===== config.mk =====
export PLATFORM = sky130hd
export DESIGN_NAME = heartbeat_pattern
export DESIGN_NICKNAME = d
export VERILOG_FILES = /design/src/rtl/heartbeat_pattern.sv
export SDC_FILE = /design/constraint.sdc
export NUM_CORES = 1
export LEC_CHECK = 0
export BUFFER_PORTS_ARGS = -buffer_cell sky130_fd_sc_hd__buf_2
export CELL_PAD_IN_SITES_DETAIL_PLACEMENT = 2
export CELL_PAD_IN_SITES_GLOBAL_PLACEMENT = 2
export CORE_MARGIN = 4
export CORE_UTILIZATION = 40
export CTS_CLUSTER_SIZE = 40
export DETAILED_ROUTE_END_ITERATION = 10
export GPL_ROUTABILITY_DRIVEN = 1
export GPL_TIMING_DRIVEN = 0
export PLACE_DENSITY = 0.85
export SYNTH_ARGS = -nofsm -noshare
export SYNTH_HDL_FRONTEND = slang
export SYNTH_SLANG_ARGS = --single-unit

===== constraint.sdc =====
create_clock -name clock_i -period 2.3 [get_ports clock_i]
set_input_delay 0.115 -clock clock_i [delete_from_list [all_inputs] [get_ports clock_i]]
set_output_delay 0.115 -clock clock_i [all_outputs]
set_load 0.05 [all_outputs]

===== src/rtl/heartbeat_pattern.sv =====
`default_nettype none
// ============================================================================
// Module   : heartbeat_pattern
// Brief    : multi-channel status-LED pattern generator with frame-aligned loads
// Revision : 1.0
// ============================================================================
module heartbeat_pattern #(
  parameter int unsigned CLOCK_HZ        = 16000000,
  parameter int unsigned STEP_HZ         = 16,
  parameter int unsigned STEPS           = 16,
  parameter int unsigned CHANNELS        = 4,
  parameter logic [31:0] DEFAULT_PATTERN = 32'h0000_0005
) (
  input  logic                                             clock_i,
  input  logic                                             reset_ni,
  input  logic                                             enable_i,
  input  logic                                             load_i,
  input  logic [((CHANNELS > 1) ? $clog2(CHANNELS) : 1)-1:0] sel_i,
  input  logic [1:0]                                       mode_i,
  input  logic [STEPS-1:0]                                 pattern_i,
  output logic [CHANNELS-1:0]                              pending_o,
  output logic [$clog2(STEPS)-1:0]                         step_o,
  output logic                                             frame_o,
  output logic [CHANNELS-1:0]                              pulse_o
);

  localparam int unsigned c_div  = CLOCK_HZ / STEP_HZ;
  localparam int unsigned c_pw   = (c_div > 1) ? $clog2(c_div) : 1;
  localparam int unsigned c_sw   = $clog2(STEPS);
  localparam int unsigned c_selw = (CHANNELS > 1) ? $clog2(CHANNELS) : 1;

  localparam logic [1:0] c_mode_off = 2'b00;
  localparam logic [1:0] c_mode_on  = 2'b01;
  localparam logic [1:0] c_mode_pat = 2'b10;

  localparam logic [STEPS-1:0] c_default = DEFAULT_PATTERN[STEPS-1:0];

  logic [c_pw-1:0] r_presc;
  logic [c_sw-1:0] r_step;
  logic            r_frame;
  logic            w_tick;
  logic            w_wrap;
  logic            w_commit;

  assign w_tick   = enable_i && (r_presc == c_pw'(c_div - 1));
  assign w_wrap   = w_tick && (r_step == c_sw'(STEPS - 1));
  // While disabled there is no frame to protect, so shadows go live every cycle.
  assign w_commit = w_wrap || !enable_i;

  always_ff @(posedge clock_i or negedge reset_ni) begin
    if (!reset_ni) begin
      r_presc <= '0;
      r_step  <= '0;
      r_frame <= 1'b0;
    end else begin
      r_frame <= w_wrap;
      if (!enable_i) begin
        r_presc <= '0;
        r_step  <= '0;
      end else if (w_tick) begin
        r_presc <= '0;
        r_step  <= w_wrap ? '0 : r_step + 1'b1;
      end else begin
        r_presc <= r_presc + 1'b1;
      end
    end
  end

  assign step_o  = r_step;
  assign frame_o = r_frame;

  for (genvar c = 0; c < CHANNELS; c++) begin : g_chan
    localparam logic [c_selw-1:0] c_idx = c_selw'(c);

    logic [1:0]       r_act_mode;
    logic [1:0]       r_sh_mode;
    logic [STEPS-1:0] r_act_pat;
    logic [STEPS-1:0] r_sh_pat;
    logic             r_pend;
    logic             r_pulse;
    logic             w_hit;
    logic             w_bit;
    logic             w_level;

    // Out-of-range selects match no channel and are dropped here.
    assign w_hit = load_i && (sel_i == c_idx);
    assign w_bit = r_act_pat[r_step];

    always_comb begin
      w_level = 1'b0;
      case (r_act_mode)
        c_mode_off: w_level = 1'b0;
        c_mode_on:  w_level = 1'b1;
        c_mode_pat: w_level = w_bit;
        default:    w_level = ~w_bit;
      endcase
    end

    always_ff @(posedge clock_i or negedge reset_ni) begin
      if (!reset_ni) begin
        r_act_mode <= c_mode_pat;
        r_act_pat  <= c_default;
        r_sh_mode  <= c_mode_pat;
        r_sh_pat   <= c_default;
        r_pend     <= 1'b0;
        r_pulse    <= 1'b0;
      end else begin
        r_pulse <= enable_i && w_level;
        if (w_commit && r_pend) begin
          r_act_mode <= r_sh_mode;
          r_act_pat  <= r_sh_pat;
        end
        // A load coinciding with a commit refills the shadow and keeps it pending.
        if (w_hit) begin
          r_sh_mode <= mode_i;
          r_sh_pat  <= pattern_i;
          r_pend    <= 1'b1;
        end else if (w_commit) begin
          r_pend <= 1'b0;
        end
      end
    end

    assign pending_o[c] = r_pend;
    assign pulse_o[c]   = r_pulse;
  end

endmodule
`default_nettype wire


=== Yosys cells after proc, flatten, opt, wreduce, memory -nomap -nowiden ===
Cells that the tools add are included.

* Output and inout port bits: 13
* Register bits: 177

* Equal/unequal tests: 14
* Muxes and demuxes: 22
* Magnitude comparators: 1
* Add/subtract/negate cells: 2
* Bitwise logic cells: 4
* Reduce and logical (&&, ||, !) cells: 25

{| class="wikitable"
|+ Operators by type and width
! cell !! count
|-
| 20-bit two-way mux || 2
|-
| 20-bit by 1-bit adder with 20-bit output (second input constant) || 1
|-
| 20-bit == test (second input constant) || 1
|-
| 1-bit binary-select mux with 4-bit select || 4
|-
| 1-bit logical AND || 14
|-
| 2-bit == test (second input constant) || 6
|-
| 4-bit two-way mux || 3
|-
| 1-bit one-hot mux with 3 select lines || 4
|-
| 2-bit by 1-bit == test with 1-bit output (second input constant) || 5
|-
| 2-bit logical NOT || 5
|-
| 1-bit two-way mux || 9
|-
| 2-bit nonzero test || 4
|-
| 4-bit by 5-bit less-than comparator with 1-bit output (second input constant) || 1
|-
| 4-bit by 1-bit adder with 4-bit output (second input constant) || 1
|-
| 4-bit == test (second input constant) || 1
|-
| 1-bit NOT || 4
|-
| 2-bit by 1-bit inequality test with 1-bit output (second input constant) || 1
|-
| 1-bit logical NOT || 1
|-
| 1-bit logical OR || 1
|}

=== Logic depth before layout (Yosys ltp) ===
Gate-level depths: netlist of run 1.

* Depth after elaboration: 6
* Depth in mapped cells: 7
* Depth with buffers taken out: 6

=== Least setup slack after synthesis of run 1 ===
No wires, ideal clock.

* Path type: reg2reg
* Start: register r_step[1] (netlist: step_o[1])
* End: register g_chan[0].r_act_mode[0]
* Clock period less this slack: 2.275 ns
* Stages on the path, launching flop included: 7
* Slack: 0.025 ns
* Setup time: 0.125 ns
* Arrival: 2.149 ns
* Cells stage by stage: dfrtp_1 -> ha_1 -> and3_1 -> nand3_4 -> a21boi_4 -> buf_12 -> mux2_4

* Longest elaborated chain between the ends: 4

{| class="wikitable"
|+ RTL lines
! element !! line !! text
|-
| from (decl) || 39 || <nowiki>logic [c_sw-1:0] r_step;</nowiki>
|-
| from (signal assigned) || 62 || <nowiki>r_step <= w_wrap ? '0 : r_step + 1'b1;</nowiki>
|-
| 4-bit == test || 46 || <nowiki>assign w_wrap = w_tick && (r_step == c_sw'(STEPS - 1));</nowiki>
|-
| 1-bit logical AND || 46 ||
|-
| 1-bit logical OR || 48 || <nowiki>assign w_commit = w_wrap || !enable_i;</nowiki>
|-
| 1-bit logical AND || 109 || <nowiki>if (w_commit && r_pend) begin</nowiki>
|-
| to (signal assigned) || 101 || <nowiki>r_act_mode <= c_mode_pat;</nowiki>
|-
| to (signal assigned) || 110 || <nowiki>r_act_mode <= r_sh_mode;</nowiki>
|-
| to (decl) || 75 || <nowiki>logic [1:0] r_act_mode;</nowiki>
|}

Every way passes these cells.
A chain may end at the register's enable or synchronous reset.

=== Worst setup path after layout of run 1 ===
* Start: register r_presc[6]
* End: register g_chan[0].r_act_pat[15]

* Longest elaborated chain between the ends: 5

{| class="wikitable"
|+ RTL lines
! element !! line !! text
|-
| from (decl) || 38 || <nowiki>logic [c_pw-1:0] r_presc;</nowiki>
|-
| from (signal assigned) || 64 || <nowiki>r_presc <= r_presc + 1'b1;</nowiki>
|-
| 20-bit == test || 45 || <nowiki>assign w_tick = enable_i && (r_presc == c_pw'(c_div - 1));</nowiki>
|-
| 1-bit logical AND || 45 ||
|-
| 1-bit logical AND || 46 ||
|-
| 1-bit logical OR || 48 ||
|-
| 1-bit logical AND || 109 ||
|-
| to (signal assigned) || 102 || <nowiki>r_act_pat <= c_default;</nowiki>
|-
| to (signal assigned) || 111 || <nowiki>r_act_pat <= r_sh_pat;</nowiki>
|-
| to (decl) || 77 || <nowiki>logic [STEPS-1:0] r_act_pat;</nowiki>
|}

Every way passes these cells.

==> run metrics, run 1 <==
grt ovf=0; critical path arrival=2.59 ns; number of flops mapped to enable cells by yosys=0; critical path class=flop to flop; clk_lat worst skew=0.45 ns; Post-Synth Simple-Gate Area=7.317%; DRC=0; Hold Vio Cnt, Final=0; synthesized cell area=0.007831 mm²; leakage=4.030 nW; DP Wirelength=14,430 µm; syn_nets=573; max incr delay on CP=0.40 ns; Async SR Flop Fraction=100.0%; gr usage total=23.59%; vias in the first global route=5,796; Worst Clk Skew=0.01325 ns; Cell Pwr Density=1025 mW/mm²; fin area=0.009373 mm²; initial antenna violation count=1; GR Util met3=3.801%; total CTS buffers=17; GRT busiest layer=met2; crit path launch type=flop; synth unique cells=44; antenna cells=0; most frequent cells in the layout=150 x dfrtp_1, 103 x mux2_2, 41 x mux2_4, 38 x buf_2, 35 x mux2i_1; FMAX=440.4 MHz; DIE WIDTH=147.9 µm; # nets final=654; CP top delay family=simple AND/OR/NAND/NOR gates; clock sinks=177; final core area utilization=49.45%; met2 usage=42.30%; Max-Cap Viols=0; crit-path most repeated cell=buf_4; syn_area_per_cell=14.32 µm²; crit path max fanout=6; Compound-Gate Fraction of Synth Area=3.403%; worst path required time=2.62 ns; multiplexer share of the synthesized area=27.10%; die height=147.9 µm; DRT iter0 DRCs=330; Final ANT Viol Nets=0; pin count of the biggest net entering global routing=92; Row Count=50; xor-xnor portion of the synthesized cell area=2.125%; Max-slew headroom=46.53%; Clock Pin Slew Worst Setup and Hold Paths=0.07 ns; instance count of the mapped netlist=547; count of warnings emitted by yosys=0; Die ar.=0.02188 mm²; largest family of logic cells by synthesized area=multiplexers; Root Driver=clkbuf_16; peak supply drop=0.5050 mV; share of cells above drive strength 1=45.71%; vias=4,977; first-pass GRT wire length=37,800 µm; Global Route met1 Usage=27.77%; DR WL/cell=28.15 µm; Final Cycle Share=98.73%; sequential area share after synthesis=56.94%; status=finished, final reports clean; adder-cell area share of the yosys netlist=0.3195%; num ports=37; Tightest Pin Transition=0.8021 ns; worst path buffer plus inverter count=3; total length of routed wires=25,360 µm; Initial Util=41.31%; CORE AREA=0.01896 mm²; Worst path slowest cell=dfrtp_1; Synth Register Bits=177; number of port buffers=35; clk buf depth=2; area delta synth->final=19.68%; Slew Viols, Final=0; Via density=5.524; CTS tree=built; global placer's final weighted congestion=0.7595; area of placed instances=0.008369 mm²; Final setup viols=0; Final Critical Period=2.271 ns; CP cell instances=nand4b_1 > nor4_4 > buf_4 > nand3_4 > a21boi_4 > buf_12 > buf_4 > mux2_2; worst hold path class=primary input to flop; most common flop cell mapped by yosys=dfrtp_1; htree depth=4; CP endpoint kind=flop; first-pass iteration count of the detailed router=5; most common cell after layout, fill and taps aside=dfrtp_1
==> state kept, by name, summed over array words and instances (netlist names) <==
| signal | count |
|---|---|
| g_chan.r_act_pat | 64 |
| g_chan.r_sh_pat | 64 |
| r_presc | 20 |
| g_chan.r_act_mode | 8 |
| g_chan.r_sh_mode | 8 |
| g_chan.r_pend | 4 |
| g_chan.r_pulse | 4 |
| step_o | 4 |
| frame_o | 1 |
==> repair_timing <==
item                                    4_1_cts  5_1_grt
pin swaps                                     7        3
endpoints found under the hold margin        96        0
hold buffers                                  7        0
gates cloned                                  0        2
buffers inserted                             11        6
endpoints found under the setup margin       88       76
resized for setup                             9       14
==> logic make-up (layout without fill, tap and decap cells) <==
family          Yosys count  count (layout)
flops                   177             177
buf+inv                  32             126
compound gates           34              34
fa+ha+maj                 2               2
simple gates            104             104
xor+xnor                 19              19
mux                     179             179
==> power by group <==
group	total [mW]	internal (mW)	switching, mW
sequential	4.58	3.96	0.616
combinational	1.83	1.01	0.820
clock	3.20	1.88	1.31
total	9.61	6.86	2.75
==> routing by layer <==
layer	vias up	wire length (µm)
li1	2089	-
met1	2711	10220
met2	114	13570
met3	61	630
met4	2	929
met5	-	11
==> synthesized netlist by cell type (2+ instances only) <==
cell type / n / area share, %
nand4b_1: 2 / 0.22
dfstp_2: 24 / 8.1
nand3b_1: 2 / 0.19
nor2_1: 23 / 1.1
a22oi_1: 8 / 0.77
clkbuf_1: 11 / 0.53
buf_2: 3 / 0.19
o21a_1: 2 / 0.19
mux2_2: 104 / 15
buf_1: 5 / 0.24
nand3_1: 13 / 0.83
a21boi_4: 4 / 0.96
and3_1: 7 / 0.56
xor2_1: 11 / 1.2
nor3_1: 2 / 0.13
xnor2_1: 8 / 0.89
ha_1: 2 / 0.32
and2_1: 5 / 0.40
mux2_4: 40 / 7.7
buf_4: 8 / 0.77
a21oi_1: 10 / 0.64
nand2b_1: 4 / 0.32
nor2b_1: 3 / 0.24
o21ai_0: 5 / 0.32
nand4_1: 3 / 0.24
dfrtp_1: 153 / 49
a22o_1: 2 / 0.22
buf_12: 4 / 1.0
nand2_1: 28 / 1.3
mux2i_1: 35 / 4.5
and4b_1: 3 / 0.38
==> layout make-up <==
type                       instances  area (µm²)
inverter                           1       3.754
clock buffer                      20       456.7
sequential                       177        4463
buffer                            31       229.0
multi-input combinational        338        3193
tap                              260       325.3
fill                            1764        9583
timing repair buffer              62       521.8
clock inverter                    12       180.2
==> final timing paths <==
path,endpoint,cells after the start,slack (ns),start
min in group asynchronous,r_presc[19]$_DFF_PN0_,2,0.25,reset_ni
setup reg to reg,g_chan[0].r_act_pat[15]$_DFFE_PN0P_,8,0.03,r_presc[6]$_DFF_PN0_
hold / removal,g_chan[0].r_sh_pat[3]$_DFFE_PN0P_,2,0.005,pattern_i[3]
max in group asynchronous,g_chan[2].r_act_pat[2]$_DFFE_PN1P_,3,1.13,reset_ni
setup / recovery,g_chan[0].r_act_pat[15]$_DFFE_PN0P_,8,0.03,r_presc[6]$_DFF_PN0_
hold reg to reg,g_chan[3].r_act_pat[14]$_DFFE_PN0P_,1,0.51,g_chan[3].r_sh_pat[14]$_DFFE_PN0P_
==> per-stage QoR <==
step	setup slack, ns	total power [mW]	hold slack [ns]	cells	setup TNS [ns]
6_report	0.02931	9.609	0.005276	901	0
5_1_grt	-0.02064	9.952	0.002075	901	-0.1423
4_1_cts	0.003031	9.516	0.0007216	893	0
3_5_place_dp	-0.4602	6.176	0.1640	843	-26.94
3_3_place_gp	-1.452	5.909	0.4252	842	-249.11
2_1_floorplan	0.02544	5.555	-0.1806	547	0
No activity file was read; power rests on OpenSTA's default activity.
==> run 2: changes to the inputs <==
CORE_UTILIZATION = 44   (was 40)
PLACE_DENSITY = 0.89   (was 0.85)
clock period = 2.4 ns   (was 2.3 ns; I/O delays follow)
==> run metrics, run 2 (synthesized netlist as in run 1, its figures left out) <==
met2 wire length=12,880 µm (-5.1%); Tightest Pin Transition=1.079 ns (+0.2768 ns); # nets final=655 (+0.15%); worst path required time=2.76 ns (+0.14 ns); post-route worst setup slack=-0.01861 ns (-0.04792 ns); area delta synth->final=18.93%; initial antenna violation count=1 (unchanged); global placer's final weighted congestion=0.7550 (-0.59%); first-pass iteration count of the detailed router=4 (-1); Final Critical Period=2.419 ns (+0.1479 ns); antenna cells=0 (unchanged); status=complete, but fails checks; Max-Cap Viols=0 (unchanged); DRT iter0 DRCs=282 (-15%); Root Driver=clkbuf_16; total CTS buffers=17 (unchanged); Final Cycle Share=100.8% (+2.0 points); die height=141.4 µm (-4.4%); first-pass GRT wire length=37,380 µm (-1.1%); most frequent cells in the layout=152 x dfrtp_1, 104 x mux2_2, 40 x mux2_4, 35 x buf_2, 35 x mux2i_1; crit path launch type=flop; M1 WL=9302 µm (-9.0%); WL met3=1136 µm (+80%); number of port buffers=35 (unchanged); critical path class=flop to flop; hold slack=0.02037 ns (+0.01509 ns); peak supply drop=0.6392 mV (+27%); gr usage total=25.46% (+1.9 points); vias=4,932 (-0.90%); share of cells above drive strength 1=44.08% (-1.6 points); Row Count=48 (-4.0%); vias in the first global route=5,903 (+1.8%); Initial Util=45.12% (+3.8 points); DP Wirelength=14,990 µm (+3.9%); setup TNS=-0.01861 ns (-0.01861 ns); leakage=4.015 nW (-0.39%); Clock Pin Slew Worst Setup and Hold Paths=0.07 ns (about the same); Top Registers=g_chan.r_act_pat x64, g_chan.r_sh_pat x64, r_presc x20; FMAX=413.5 MHz (-6.1%); Max-slew headroom=27.06% (-19 points); highest metal used=met5; grt ovf=0 (unchanged); clk_lat worst skew=0.45 ns (about the same); pin count of the biggest net entering global routing=94 (+2.2%); Cell Pwr Density=984.2 mW/mm² (-4.0%); worst hold path class=primary input to flop; RSZ-0062 raised after global routing=yes; CTS tree=built; filler cell count=1,562 (-11%); clock sinks=177 (unchanged); CORE AREA=0.01736 mm² (-8.4%); Final setup viols=1 (+1); critical path arrival=2.78 ns (+0.19 ns); Slew Viols, Final=0 (unchanged); DRC=0 (unchanged); htree depth=4 (unchanged); pre-CTS WS=-0.3560 ns (+0.1043 ns); CP endpoint kind=flop; Via density=5.689 (+3.0%); failing checks=negative setup slack; Final ANT Viol Nets=0 (unchanged); most common cell after layout, fill and taps aside=dfrtp_1; Die ar.=0.02000 mm² (-8.6%); clk buf depth=2 (unchanged); crit path max fanout=10 (+4); total length of routed wires=24,610 µm (-3.0%); DIE WIDTH=141.4 µm (-4.4%); Worst Clk Skew=0.009754 ns (-0.003496 ns); Hold Vio Cnt, Final=0 (unchanged); num ports=37 (unchanged); DR WL/cell=28.38 µm (+0.82%)
-- run 2: area by class of cell --
cell class | instances | area (µm²) | share of cell area, %
clock buffer | 19 | 442.9 | 4.756
inverter | 1 | 3.754 | 0.04030
clock inverter | 13 | 186.4 | 2.002
multi-input combinational | 338 | 3171 | 34.04
buffer | 31 | 225.2 | 2.418
sequential | 177 | 4461 | 47.89
timing repair buffer | 63 | 543.0 | 5.830
tap | 225 | 281.5 | 3.023
-- run 2: path summary, 6_finish.rpt --
| kind | startpoint | endpoint | slack, ns | cells after the start |
|---|---|---|---|---|
| max in group asynchronous | reset_ni | g_chan[0].r_act_pat[2]$_DFFE_PN1P_ | 1.28 | 3 |
| setup reg to reg | step_o[0]$_DFFE_PN0P_ | g_chan[1].r_pulse$_DFF_PN0_ | -0.02 | 7 |
| min in group asynchronous | reset_ni | r_presc[18]$_DFF_PN0_ | 0.21 | 2 |
| setup / recovery | step_o[0]$_DFFE_PN0P_ | g_chan[1].r_pulse$_DFF_PN0_ | -0.02 | 7 |
| hold reg to reg | g_chan[2].r_sh_pat[5]$_DFFE_PN0P_ | g_chan[2].r_sh_pat[5]$_DFFE_PN0P_ | 0.51 | 1 |
| hold / removal | pattern_i[6] | g_chan[2].r_sh_pat[6]$_DFFE_PN0P_ | 0.02 | 2 |
-- run 2: metal layers --
| metal | track usage [%] | up-vias |
|---|---|---|
| li1 | - | 2096 |
| met1 | 28.96 | 2595 |
| met2 | 45.12 | 151 |
| met3 | 5.831 | 88 |
| met4 | 12.32 | 2 |
| met5 | 0 | - |
-- run 2: through the flow --
stage | cells | instance area, µm² | total power [mW] | utilization, %
global placement | 807 | 8288 | 5.661 | 47.75
floorplan | 547 | 7831 | 5.323 | -
CTS | 859 | 9181 | 9.115 | 52.90
global route | 867 | 9314 | 9.561 | 53.66
detailed placement | 808 | 8325 | 5.946 | 47.97
finish | 867 | 9314 | 9.167 | 53.66
-- run 2: critical path, stage by stage, from the launching register on --
cell and delay, ns:
dfrtp_1 0.40, clkbuf_2 0.29, buf_4 0.34, mux2i_1 0.37, nand2_1 0.13, and4b_1 0.25, a22oi_1 0.31, mux2i_1 0.25
-- run 2: power by group --
| group | total (mW) | switching, mW | leakage (nW) | internal, mW |
|---|---|---|---|---|
| Combinational | 1.76 | 0.787 | 1.59 | 0.969 |
| Clock | 3.03 | 1.26 | 0.296 | 1.77 |
| Sequential | 4.38 | 0.586 | 2.13 | 3.80 |
-- run 2: repair_timing --
| action | CTS | global route |
|---|---|---|
| buffers inserted | 8 | 5 |
| endpoints found under the setup margin | 87 | 85 |
| resized for setup | 3 | 9 |
| endpoints found under the hold margin | 113 | 2 |
| hold buffers | 11 | 1 |
| gates cloned | 0 | 2 |
| pin swaps | 5 | 5 |
